==> src/rtl/ahb_gpio_arbiter.sv <==
// Two-requester AHB-Lite master: round-robin grant, one non-pipelined transfer per command,
// read data returned on a one-cycle response strobe to the owning requester.
module ahb_gpio_arbiter #(
    parameter int ADDR_W = 32,
    parameter int DATA_W = 32
) (
    input  logic              HCLK,
    input  logic              HRESETn,

    input  logic              req0_valid,
    output logic              req0_ready,
    input  logic              req0_write,
    input  logic [ADDR_W-1:0] req0_addr,
    input  logic [DATA_W-1:0] req0_wdata,

    input  logic              req1_valid,
    output logic              req1_ready,
    input  logic              req1_write,
    input  logic [ADDR_W-1:0] req1_addr,
    input  logic [DATA_W-1:0] req1_wdata,

    output logic              rsp0_valid,
    output logic [DATA_W-1:0] rsp0_rdata,
    output logic              rsp1_valid,
    output logic [DATA_W-1:0] rsp1_rdata,

    output logic              busy,
    output logic [1:0]        dbg_state,

    output logic              HSEL,
    output logic [ADDR_W-1:0] HADDR,
    output logic [1:0]        HTRANS,
    output logic              HWRITE,
    output logic [DATA_W-1:0] HWDATA,
    output logic              HREADY,
    input  logic              HREADYOUT,
    input  logic [DATA_W-1:0] HRDATA
);

    // Handshake: a command transfers on any cycle where reqN_valid && reqN_ready.
    // reqN_ready is only ever high in IDLE, for the arbitration winner.

    typedef enum logic [1:0] {
        ST_IDLE = 2'd0,
        ST_ADDR = 2'd1,
        ST_DATA = 2'd2
    } state_t;

    localparam logic [1:0] HTRANS_IDLE   = 2'b00;
    localparam logic [1:0] HTRANS_NONSEQ = 2'b10;

    state_t            state_q, state_d;
    logic              last_grant_q;
    logic              owner_q;
    logic              write_q;
    logic [ADDR_W-1:0] addr_q;
    logic [DATA_W-1:0] wdata_q;
    logic [1:0]        rsp_valid_q;
    logic [DATA_W-1:0] rsp0_rdata_q;
    logic [DATA_W-1:0] rsp1_rdata_q;

    logic              winner;
    logic              accept;
    logic              data_done;

    // Ties go to whichever requester was not granted last.
    always_comb begin
        winner = 1'b0;
        if (req0_valid && req1_valid) begin
            winner = ~last_grant_q;
        end else if (req1_valid) begin
            winner = 1'b1;
        end
    end

    assign accept    = (state_q == ST_IDLE) && (req0_valid || req1_valid);
    assign data_done = (state_q == ST_DATA) && HREADYOUT;

    // Gated by reset so ready reads 0 while the block is held in reset.
    assign req0_ready = HRESETn && accept && !winner;
    assign req1_ready = HRESETn && accept &&  winner;

    always_ff @(posedge HCLK or negedge HRESETn) begin
        if (!HRESETn) begin
            state_q <= ST_IDLE;
        end else begin
            state_q <= state_d;
        end
    end

    always_comb begin
        state_d = state_q;
        HSEL    = 1'b0;
        HTRANS  = HTRANS_IDLE;
        HADDR   = '0;
        HWRITE  = 1'b0;
        HWDATA  = '0;
        case (state_q)
            ST_IDLE: begin
                if (accept) begin
                    state_d = ST_ADDR;
                end
            end
            ST_ADDR: begin
                HSEL   = 1'b1;
                HTRANS = HTRANS_NONSEQ;
                HADDR  = addr_q;
                HWRITE = write_q;
                if (HREADYOUT) begin
                    state_d = ST_DATA;
                end
            end
            ST_DATA: begin
                HWDATA = write_q ? wdata_q : '0;
                if (HREADYOUT) begin
                    state_d = ST_IDLE;
                end
            end
            default: begin
                state_d = ST_IDLE;
            end
        endcase
    end

    // Command latch and response capture.
    always_ff @(posedge HCLK or negedge HRESETn) begin
        if (!HRESETn) begin
            last_grant_q <= 1'b1;
            owner_q      <= 1'b0;
            write_q      <= 1'b0;
            addr_q       <= '0;
            wdata_q      <= '0;
            rsp_valid_q  <= '0;
            rsp0_rdata_q <= '0;
            rsp1_rdata_q <= '0;
        end else begin
            rsp_valid_q <= '0;
            if (accept) begin
                owner_q      <= winner;
                last_grant_q <= winner;
                write_q      <= winner ? req1_write : req0_write;
                addr_q       <= winner ? req1_addr  : req0_addr;
                wdata_q      <= winner ? req1_wdata : req0_wdata;
            end
            if (data_done) begin
                rsp_valid_q[owner_q] <= 1'b1;
                if (owner_q) begin
                    rsp1_rdata_q <= write_q ? '0 : HRDATA;
                end else begin
                    rsp0_rdata_q <= write_q ? '0 : HRDATA;
                end
            end
        end
    end

    assign rsp0_valid = rsp_valid_q[0];
    assign rsp1_valid = rsp_valid_q[1];
    assign rsp0_rdata = rsp0_rdata_q;
    assign rsp1_rdata = rsp1_rdata_q;

    assign busy      = (state_q != ST_IDLE);
    assign dbg_state = state_q;
    assign HREADY    = HREADYOUT;

endmodule

==> config.mk <==
export PLATFORM = sky130hd
export DESIGN_NAME = ahb_gpio_arbiter
export DESIGN_NICKNAME = d
export VERILOG_FILES = /design/src/rtl/ahb_gpio_arbiter.sv
export SDC_FILE = /design/constraint.sdc
export NUM_CORES = 1
export LEC_CHECK = 0
export ABC_AREA = 1
export BUFFER_PORTS_ARGS = -buffer_cell sky130_fd_sc_hd__buf_2
export CORE_ASPECT_RATIO = 1.4
export CORE_MARGIN = 2
export CORE_UTILIZATION = 44
export DETAILED_ROUTE_END_ITERATION = 8
export GPL_TIMING_DRIVEN = 0
export PLACE_DENSITY = 0.79
export SLEW_MARGIN = 20
export SYNTH_ARGS = -nofsm -noshare
export SYNTH_HDL_FRONTEND = slang
export SYNTH_SLANG_ARGS = --single-unit
==> constraint.sdc <==
create_clock -name HCLK -period 1.25 [get_ports HCLK]
set_input_delay 0 -clock HCLK [delete_from_list [all_inputs] [get_ports HCLK]]
set_output_delay 0 -clock HCLK [all_outputs]
set_load 0.005 [all_outputs]
==> results.toml, run 1 <==
[status]
status = "finished, violations left"
failed_checks = "hold timing, setup timing"

[timing]
fin_crit_sh = 1.373
hold_viol = 116
tns_ns = -41.84
slew_headroom = 0.6444
max_slew.worst_pin.slew_ns = 0.5333
timing.final.ws_setup_ns = -0.4666
finalMaxSlewViolations = 0
hold_slack_ns = -0.4805
post-route-min-period_ns = 1.717
fmax_mhz = 582.5
setup_viol = 203
finalClockSkew_ns = 0.007983
grt_setup_unrepaired = "yes"

[floorplanning]
die_h_um = 154.7
dieArea_mm2 = 0.01728
io_pins = 307
core_mm2 = 0.01603
die_x_um = 111.7
start_util = 0.4453
rows = 55

[worst_setup_path]
crit_type = "register to primary output"
crit_fanout = 10
startpoint_type = "register"
arrival_ns = 1.72
r2r-end = "wdata_q[15]"
r2r_setup_slack_ns = -0.30
rr_worst_depth = 9
timing.rr.start = "last_grant_q"
end_kind = "primary output"
crit_required_ns = 1.25

[cts]
root_buffer = "clkbuf_16"
clock-sinks = 135
cts_hold_buf = 167
cts_tree = "yes"
clk_latency_ns = 0.42
cts_inserted_buffers = 17
path_clk_slew_ns = 0.06
cts_buffer_depth = 2
h-tree-depth = 4

[synthesis]
yosys_warnings = 0
yosys_register_bits = 135
synthCells = 1067
ys.flop_type = "dfrtp_1"
synth_nets = 1234
synth_seq_area_share = 0.4733
synth_cell_types = 16
avgSynthCellArea_um2 = 6.692
synth-edff-count = 0
synth_area_mm2 = 0.007141
async_flop_share = 1.000

[route]
drc = 0
vias = 9353
dr.pass1.iters = 5
via_per_inst = 5.165
first_iter_violations = 920
wl_um = 31410
ant_nets = 0
wl_per_cell_um = 17.34

[placed_design]
gp_congestion = 0.9277
numPortBuffers = 305
dp_cells = 1572
place_hpwl_um = 15850
place_ws_ns = -0.3264
dpl_cell_area_mm2 = 0.008954

[final_layout]
final_area_mm2 = 0.01234
drive_gt1_frac = 0.3283
layout_common_cells = "nand2_1, buf_2, inv_1"
area_growth_pct = 72.87
mostFrequentLayoutCell = "nand2_1"
final_nets = 1759
layout.cells.non_filler = 1811
n_fill_cell = 978

[pwr]
power.density_mw_per_mm2 = 1893
p_leak_nw = 7.466
irDropWorstVdd_uv = 1487

[min_path]
min_path_type = "input port to async pin"

[grt]
grt_max_degree = 70
grt_pass1_wl_um = 46700
overflow = 0
grt_pass1_vias = 9447
track_usage = 0.3436
antenna_found_initial = 7

[flow_run]
drv_cap = 0
-- through the flow --
step	power, W	util
4_1_cts	0.02224	0.7504
5_1_grt	0.02467	0.7697
3_5_place_dp	0.01511	0.5584
2_1_floorplan	0.01186	-
3_3_place_gp	0.01485	0.5561
6_report	0.02336	0.7699
-- worst max-delay path by stage --
stage                 end    startpoint  cells past startpoint  slack [ns]
3_3_place_gp   req0_ready       HRESETn                      4       -1.72
6_report        HADDR[26]  dbg_state[1]                      5       -0.47
3_5_place_dp   HWDATA[10]  dbg_state[1]                      6       -0.33
5_1_grt         HADDR[26]  dbg_state[1]                      5       -0.55
2_1_floorplan  addr_q[15]  last_grant_q                      7        0.01
4_1_cts        HWDATA[16]  dbg_state[1]                      6       -0.35
-- cell usage after synthesis, types with 2 or more instances --
cell	count	area, µm²
nand2_1	395	1483
inv_1	232	870.8
dfrtp_1	134	3353
nand3_1	133	665.6
nor2_1	102	382.9
buf_2	29	145.1
clkbuf_1	21	78.83
buf_4	10	75.07
nor2_2	3	18.77
o21ai_0	2	10.01
-- power by group --
group / switching [W] / leakage, nW / internal [W] / total (W)
clock: 0.00198 / 0.291 / 0.00315 / 0.00513
combinational: 0.00591 / 5.48 / 0.00459 / 0.0105
sequential: 0.00129 / 1.69 / 0.00644 / 0.00774
total: 0.00918 / 7.47 / 0.0142 / 0.0234
-- repair_timing --
action	in CTS	in global routing
endpoints found under the setup margin	194	213
cloned	10	0
buffers inserted	19	6
resized for setup	167	77
endpoints found under the hold margin	202	68
pin swaps	9	7
-- metal layers --
layer,share of wire,global-route usage,vias to the layer above
li1,-,-,4152
met1,0.33,0.3458,4231
met2,0.49,0.5798,703
met3,0.082,0.09600,267
met4,0.094,0.2986,0
met5,0,0,-
-- area by class of cell --
class,instances,area (µm²),area share
repair buffers,507,3600,0.2916
flip-flops and latches,135,3382,0.2740
multi-input cells,639,3000,0.2431
inverters,233,879.6,0.07126
plain buffers,59,614.3,0.04977
clock buffers,18,429.2,0.03477
well taps,199,249.0,0.02017
clock inverters,14,172.7,0.01399
diodes,7,17.52,0.001419
-- cells by family (layout without fill, tap and decap cells) --
kind of cell    after synthesis  after routing  synth area share
buf+inv                     293            831            0.1644
flops                       135            135            0.4733
compound gates                4              4          0.003329
other cells                   1              8         0.0005252
simple gates                634            634            0.3585
-- worst max-delay path: stages (launching register included) --
cell and delay [ns]:
dfrtp_2 0.46, inv_4 0.10, nand2_4 0.13, clkbuf_16 0.21
nor2_2 0.22, buf_2 0.17
-- state kept, by name, summed over array words and instances, names as in the netlist --
register	flops
last_grant_q	1
dbg_state	2
rsp0_rdata	32
owner_q	1
rsp1_rdata	32
write_q	1
wdata_q	32
rsp_valid_q	2
addr_q	32
No activity file was read; power rests on OpenSTA's default activity.
==> run 2, diff against run 1 <==
--- a/config.mk
+++ b/config.mk
@@ -5,14 +5,13 @@
 export SDC_FILE = /design/constraint.sdc
 export NUM_CORES = 1
 export LEC_CHECK = 0
-export ABC_AREA = 1
 export BUFFER_PORTS_ARGS = -buffer_cell sky130_fd_sc_hd__buf_2
 export CORE_ASPECT_RATIO = 1.4
 export CORE_MARGIN = 2
-export CORE_UTILIZATION = 44
+export CORE_UTILIZATION = 42
 export DETAILED_ROUTE_END_ITERATION = 8
 export GPL_TIMING_DRIVEN = 0
-export PLACE_DENSITY = 0.79
+export PLACE_DENSITY = 0.77
 export SLEW_MARGIN = 20
 export SYNTH_ARGS = -nofsm -noshare
 export SYNTH_HDL_FRONTEND = slang
==> run 2 against run 1 <==
  * The run still ends with hold timing, setup timing left
  * Synthesized cell count fell by 48%
  * Maximum frequency fell by 4.7%
  * Register-to-register slack got worse by 0.25 ns
  * Cell count fell by 28%
  * Core utilization rose by 8.4 points
  * Critical path type is now register to register
==> results.toml, run 2 <==
[pwr]
total_power_w = 0.02845
power_switching_w = 0.009850
pwr-share-seq = 0.287
irDropWorstVdd_uv = 1144
power.density_mw_per_mm2 = 2214
p_sw_frac = 0.3462
pwr-share-clk = 0.191
comb_power_share = 0.522
p_leak_nw = 6.481
intPower_w = 0.01860

[floorplanning]
core_mm2 = 0.01505
io_pins = 307
start_util = 0.4318
rows = 53
dieArea_mm2 = 0.01650
die_h_um = 151.2
die_x_um = 109.1

[route]
ant_nets = 0
vias = 7287
via_per_inst = 5.558
dr.pass1.iters = 4
wl_per_cell_um = 24.31
wl_um = 31870
first_iter_violations = 527
drc = 0

[final_layout]
final_util = 0.8535
final_nets = 1270
drive_gt1_frac = 0.6323
area_growth_pct = 97.67
n_fill_cell = 647
layout_common_cells = "buf_2, dlygate4sd3_1, dfrtp_1"
mostFrequentLayoutCell = "buf_2"

[timing]
tns_ns = -82.75
fin_crit_sh = 1.441
finalClockSkew_ns = 0.008905
max_slew.worst_pin.slew_ns = 0.4939
post-route-min-period_ns = 1.802
hold_slack_ns = -0.4846
finalMaxSlewViolations = 0
hold_viol = 135
fmax_mhz = 555.0
timing.final.ws_setup_ns = -0.5519
slew_headroom = 0.6673
setup_viol = 204
grt_setup_unrepaired = "yes"

[placed_design]
gp_congestion = 0.7752
numPortBuffers = 305
place_ws_ns = -0.6735
place_hpwl_um = 13950

[worst_setup_path]
crit_fanout = 7
cpMaxStageDelayCell = "dfstp_2"
crit_required_ns = 1.54
crit_type = "register to register"
startpoint_type = "register"
end_kind = "register"
arrival_ns = 2.09
cpPeakStageDelay_ns = 0.53
path_common_cell = "mux2_4"
path_buf_inv = 3
path_cells = "a21bo_1 -> buf_6 -> buf_12 -> clkbuf_16 -> mux2_4 -> mux2_4"
path_delay_family = "multiplexers"

[cts]
cts_buffer_depth = 2
h-tree-depth = 4
cts_inserted_buffers = 17
path_clk_slew_ns = 0.07
cts_hold_buf = 164
clk_latency_ns = 0.41
clock-sinks = 135
root_buffer = "clkbuf_16"
cts_tree = "yes"

[min_path]
min_path_type = "input port to async pin"

[synthesis]
ys.flop_type = "dfrtp_1"
synth_nets = 724
synth.top_cell.area_share = 0.5159
synth_cell_types = 25
yosys_register_bits = 135
avgSynthCellArea_um2 = 11.67
async_flop_share = 1.000
synth_top_cell_by_area = "dfrtp_1"
synth_commonest_cells = "dfrtp_1, mux2_2, o21ai_0, nand2_1, mux2_4"
yosys_warnings = 0
synth_seq_area_share = 0.5199
ys_top_cells_by_area = "dfrtp_1, mux2_2, mux2_4"
synth-edff-count = 0
synth.most_common_cell = "dfrtp_1"
synth_area_mm2 = 0.006500
synthCells = 557

[grt]
grt_pass1_wl_um = 41250
grt_pass1_vias = 7785
overflow = 0
grt_max_degree = 80
track_usage = 0.3344
antenna_found_initial = 4

[status]
failed_checks = "hold timing, setup timing"
status = "finished, violations left"

[flow_run]
drv_cap = 0
[run 2: cell count changes after synthesis, moves of 34 or more]
cell,delta
inv_1,-227
nor2_1,-101
mux2_2,+97
o21ai_0,+64
nand3_1,-133
mux2_4,+34
nand2_1,-331
[run 2: layer usage]
layer  GRT usage  share of wire  wire length [µm]  up-vias
met1      0.3377           0.32             10320     3566
met5           0              0                 0        -
li1            -              -                 -     3018
met2      0.6121           0.52             16620      512
met3     0.08262          0.071              2253      191
met4      0.1949          0.084              2680        0
[run 2: cell families (layout without fill, tap and decap cells)]
logic type / Yosys count / in the layout / synth area share
muxes: 131 / 131 / 0.2466
other: 1 / 5 / 0.0005769
buffers and inverters: 51 / 609 / 0.03869
DFF: 135 / 135 / 0.5199
AOI/OAI and AO/OA: 71 / 71 / 0.05659
and+or+nand+nor: 168 / 168 / 0.1376
[run 2: through the flow]
stage                     std cells  hold slack [ns]  cell area, µm²
after floorplan                 557          -0.2956            6526
after global placement         1054           0.2010            8293
after detailed placement       1055         -0.03899            8330
after CTS                      1291          -0.4869           12050
after global routing           1311          -0.4584           12850
final                          1311          -0.4846           12850
[run 2: layout make-up]
cell class              count  area (µm²)  share of cell area
repair buffers            529        4274              0.3327
multi-input cells         371        3586              0.2791
flip-flops and latches    135        3382              0.2632
plain buffers              44       716.9             0.05580
clock buffers              17       425.4             0.03311
well taps                 192       240.2             0.01870
clock inverters            14       195.2             0.01519
inverters                   5       18.77            0.001461
diodes                      4       10.01           0.0007790
[run 2: worst paths after layout]
kind / from / to / slack, ns / cells past startpoint
setup / recovery: last_grant_q / wdata_q[11] / -0.55 / 6
hold / removal: HRESETn / rsp0_rdata[9] / -0.48 / 1
setup reg to reg: last_grant_q / wdata_q[11] / -0.55 / 6
hold reg to reg: rsp1_rdata[24] / rsp1_rdata[24] / 0.49 / 2
max in group asynchronous: HRESETn / addr_q[0] / 0.97 / 2
min in group HCLK: req0_write / write_q / 0.05 / 3
[run 2: power groups by stage]
stage / Sequential (W) / Combinational, W / Clock [W]
after floorplan: 0.00736 / 0.00498 / 0
after global routing: 0.00827 / 0.0155 / 0.00565
final: 0.00816 / 0.0149 / 0.00543
after detailed placement: 0.00755 / 0.00828 / 0
after CTS: 0.00765 / 0.0121 / 0.00541
after global placement: 0.00746 / 0.00807 / 0
[run 2: what timing repair did]
action | 4_1_cts | 5_1_grt
pin swaps | 72 | 22
resized for setup | 278 | 183
buffers inserted | 25 | 15
endpoints found under the setup margin | 204 | 204
endpoints found under the hold margin | 267 | 57
gates cloned | 17 | 4
==> run 3, diff against run 2 <==
--- a/config.mk
+++ b/config.mk
@@ -8,10 +8,10 @@
 export BUFFER_PORTS_ARGS = -buffer_cell sky130_fd_sc_hd__buf_2
 export CORE_ASPECT_RATIO = 1.4
 export CORE_MARGIN = 2
-export CORE_UTILIZATION = 42
+export CORE_UTILIZATION = 30
 export DETAILED_ROUTE_END_ITERATION = 8
 export GPL_TIMING_DRIVEN = 0
-export PLACE_DENSITY = 0.77
+export PLACE_DENSITY = 0.59
 export SLEW_MARGIN = 20
 export SYNTH_ARGS = -nofsm -noshare
 export SYNTH_HDL_FRONTEND = slang
==> run 3 against run 2 <==
  * The flow still finishes with violations (hold timing, setup timing)
  * Core utilization down 23 points
  * Final area increased by 2.3%
  * Setup slack improved by 0.037 ns
  * Sequential share of layout area fell by 0.60 points
  * Via count down 11%
  * Sequential cell count stayed put
  * First-iteration DRC count fell by 64%
  * Highest routed layer unchanged
==> results.toml, run 3 (same netlist as run 2, synthesis figures left out) <==
[worst_setup_path]
end_kind = "register"
crit_type = "register to register"
crit_fanout = 7
startpoint_type = "register"
arrival_ns = 2.06
crit_required_ns = 1.55

[timing]
fmax_mhz = 566.7
slew_headroom = 0.6503
hold_viol = 110
finalMaxSlewViolations = 0
setup_viol = 203
finalClockSkew_ns = 0.01256
grt_setup_unrepaired = "yes"
max_slew.worst_pin.slew_ns = 0.5245
timing.final.ws_setup_ns = -0.5147
hold_slack_ns = -0.4811
post-route-min-period_ns = 1.765
fin_crit_sh = 1.412

[pwr]
intPower_w = 0.01885
comb_power_share = 0.518
pwr-share-seq = 0.283
p_sw_frac = 0.3261
power_switching_w = 0.009120
pwr-share-clk = 0.199
power.density_mw_per_mm2 = 2128
p_leak_nw = 6.454
irDropWorstVdd_uv = 984.7

[status]
failed_checks = "hold timing, setup timing"
status = "finished, violations left"

[cts]
cts_buffer_depth = 2
clock-sinks = 135
path_clk_slew_ns = 0.07
h-tree-depth = 4
cts_inserted_buffers = 17
cts_tree = "yes"
root_buffer = "clkbuf_16"
clk_latency_ns = 0.42

[flow_run]
drv_cap = 0

[placed_design]
dpl_cell_area_mm2 = 0.008416
gp_congestion = 0.7558
numPortBuffers = 305
place_ws_ns = -0.7201
place_hpwl_um = 14420

[route]
dr.pass1.iters = 4
first_iter_violations = 189
via_per_inst = 4.706
ant_nets = 0
wl_per_cell_um = 18.64
wl_um = 25820
drc = 0
vias = 6518

[final_layout]
area_growth_pct = 102.3
mostFrequentLayoutCell = "buf_2"
final_area_mm2 = 0.01315
layout_common_cells = "buf_2, dlygate4sd3_1, dfrtp_1"
drive_gt1_frac = 0.6664
n_fill_cell = 1575
final_nets = 1278

[floorplanning]
io_pins = 307
start_util = 0.3065
die_x_um = 128.4
dieArea_mm2 = 0.02288
rows = 63
die_h_um = 178.2
core_mm2 = 0.02120

[grt]
overflow = 0
antenna_found_initial = 0
grt_max_degree = 76
grt_pass1_wl_um = 36520
track_usage = 0.2075
grt_pass1_vias = 6934

[min_path]
min_path_type = "input port to async pin"
-- run 3: path summary, 6_finish.rpt --
kind / startpoint / end / slack, ns / cells after the start
worst max-delay path: last_grant_q / wdata_q[15] / -0.51 / 6
worst min-delay path: HRESETn / rsp0_rdata[16] / -0.48 / 1
worst max register to register: last_grant_q / wdata_q[15] / -0.51 / 6
worst min register to register: rsp1_rdata[1] / rsp1_rdata[1] / 0.49 / 2
max in group asynchronous: HRESETn / wdata_q[22] / 0.95 / 2
min in group HCLK: req1_write / write_q / 0.03 / 3
-- run 3: critical path, cell delays in order (launching register included) --
cell,delay (ns)
dfstp_2,0.53
a21bo_1,0.11
buf_6,0.13
buf_12,0.15
clkbuf_16,0.17
mux2_4,0.30
mux2_4,0.25
-- run 3: power groups by stage --
stage               Clock (W)  Sequential [W]  Combinational [W]
finish                0.00557         0.00791             0.0145
global route          0.00591         0.00815             0.0155
CTS                   0.00569         0.00756             0.0114
detailed placement          0         0.00751            0.00836
global placement            0         0.00743            0.00827
floorplan                   0         0.00736            0.00498
-- run 3: timing repair --
item	in CTS	in global routing
resized for setup	249	258
hold endpoints to repair	194	63
setup buffers	31	24
endpoints found under the setup margin	204	204
hold buffers	164	1
gates cloned	13	6
pin swaps	71	49
-- run 3: metal layers --
layer  share of wire  track usage  vias up
met1            0.38       0.2338     3202
met2            0.54       0.3657      245
met4           0.033      0.09799        0
li1                -            -     3017
met3           0.054      0.05129       54
met5               0            0        -
-- run 3: through the flow --
stage / setup TNS, ns / total power [W] / std cells / utilization
2_1_floorplan: -24.82 / 0.01234 / 557 / -
3_3_place_gp: -340.46 / 0.01570 / 1122 / 0.3951
3_5_place_dp: -90.66 / 0.01587 / 1123 / 0.3969
4_1_cts: -83.82 / 0.02466 / 1363 / 0.5620
5_1_grt: -91.92 / 0.02951 / 1384 / 0.6199
6_report: -79.98 / 0.02797 / 1385 / 0.6200
-- run 3: layout make-up --
| type | count | area (µm²) | share of cell area |
|---|---|---|---|
| inverters | 5 | 21.27 | 0.001618 |
| clock buffers | 18 | 429.2 | 0.03264 |
| plain buffers | 44 | 680.7 | 0.05177 |
| flip-flops and latches | 135 | 3382 | 0.2573 |
| well taps | 260 | 325.3 | 0.02475 |
| clock inverters | 14 | 211.5 | 0.01608 |
| diodes | 1 | 2.502 | 0.0001903 |
| multi-input cells | 371 | 3691 | 0.2808 |
| repair buffers | 537 | 4403 | 0.3349 |
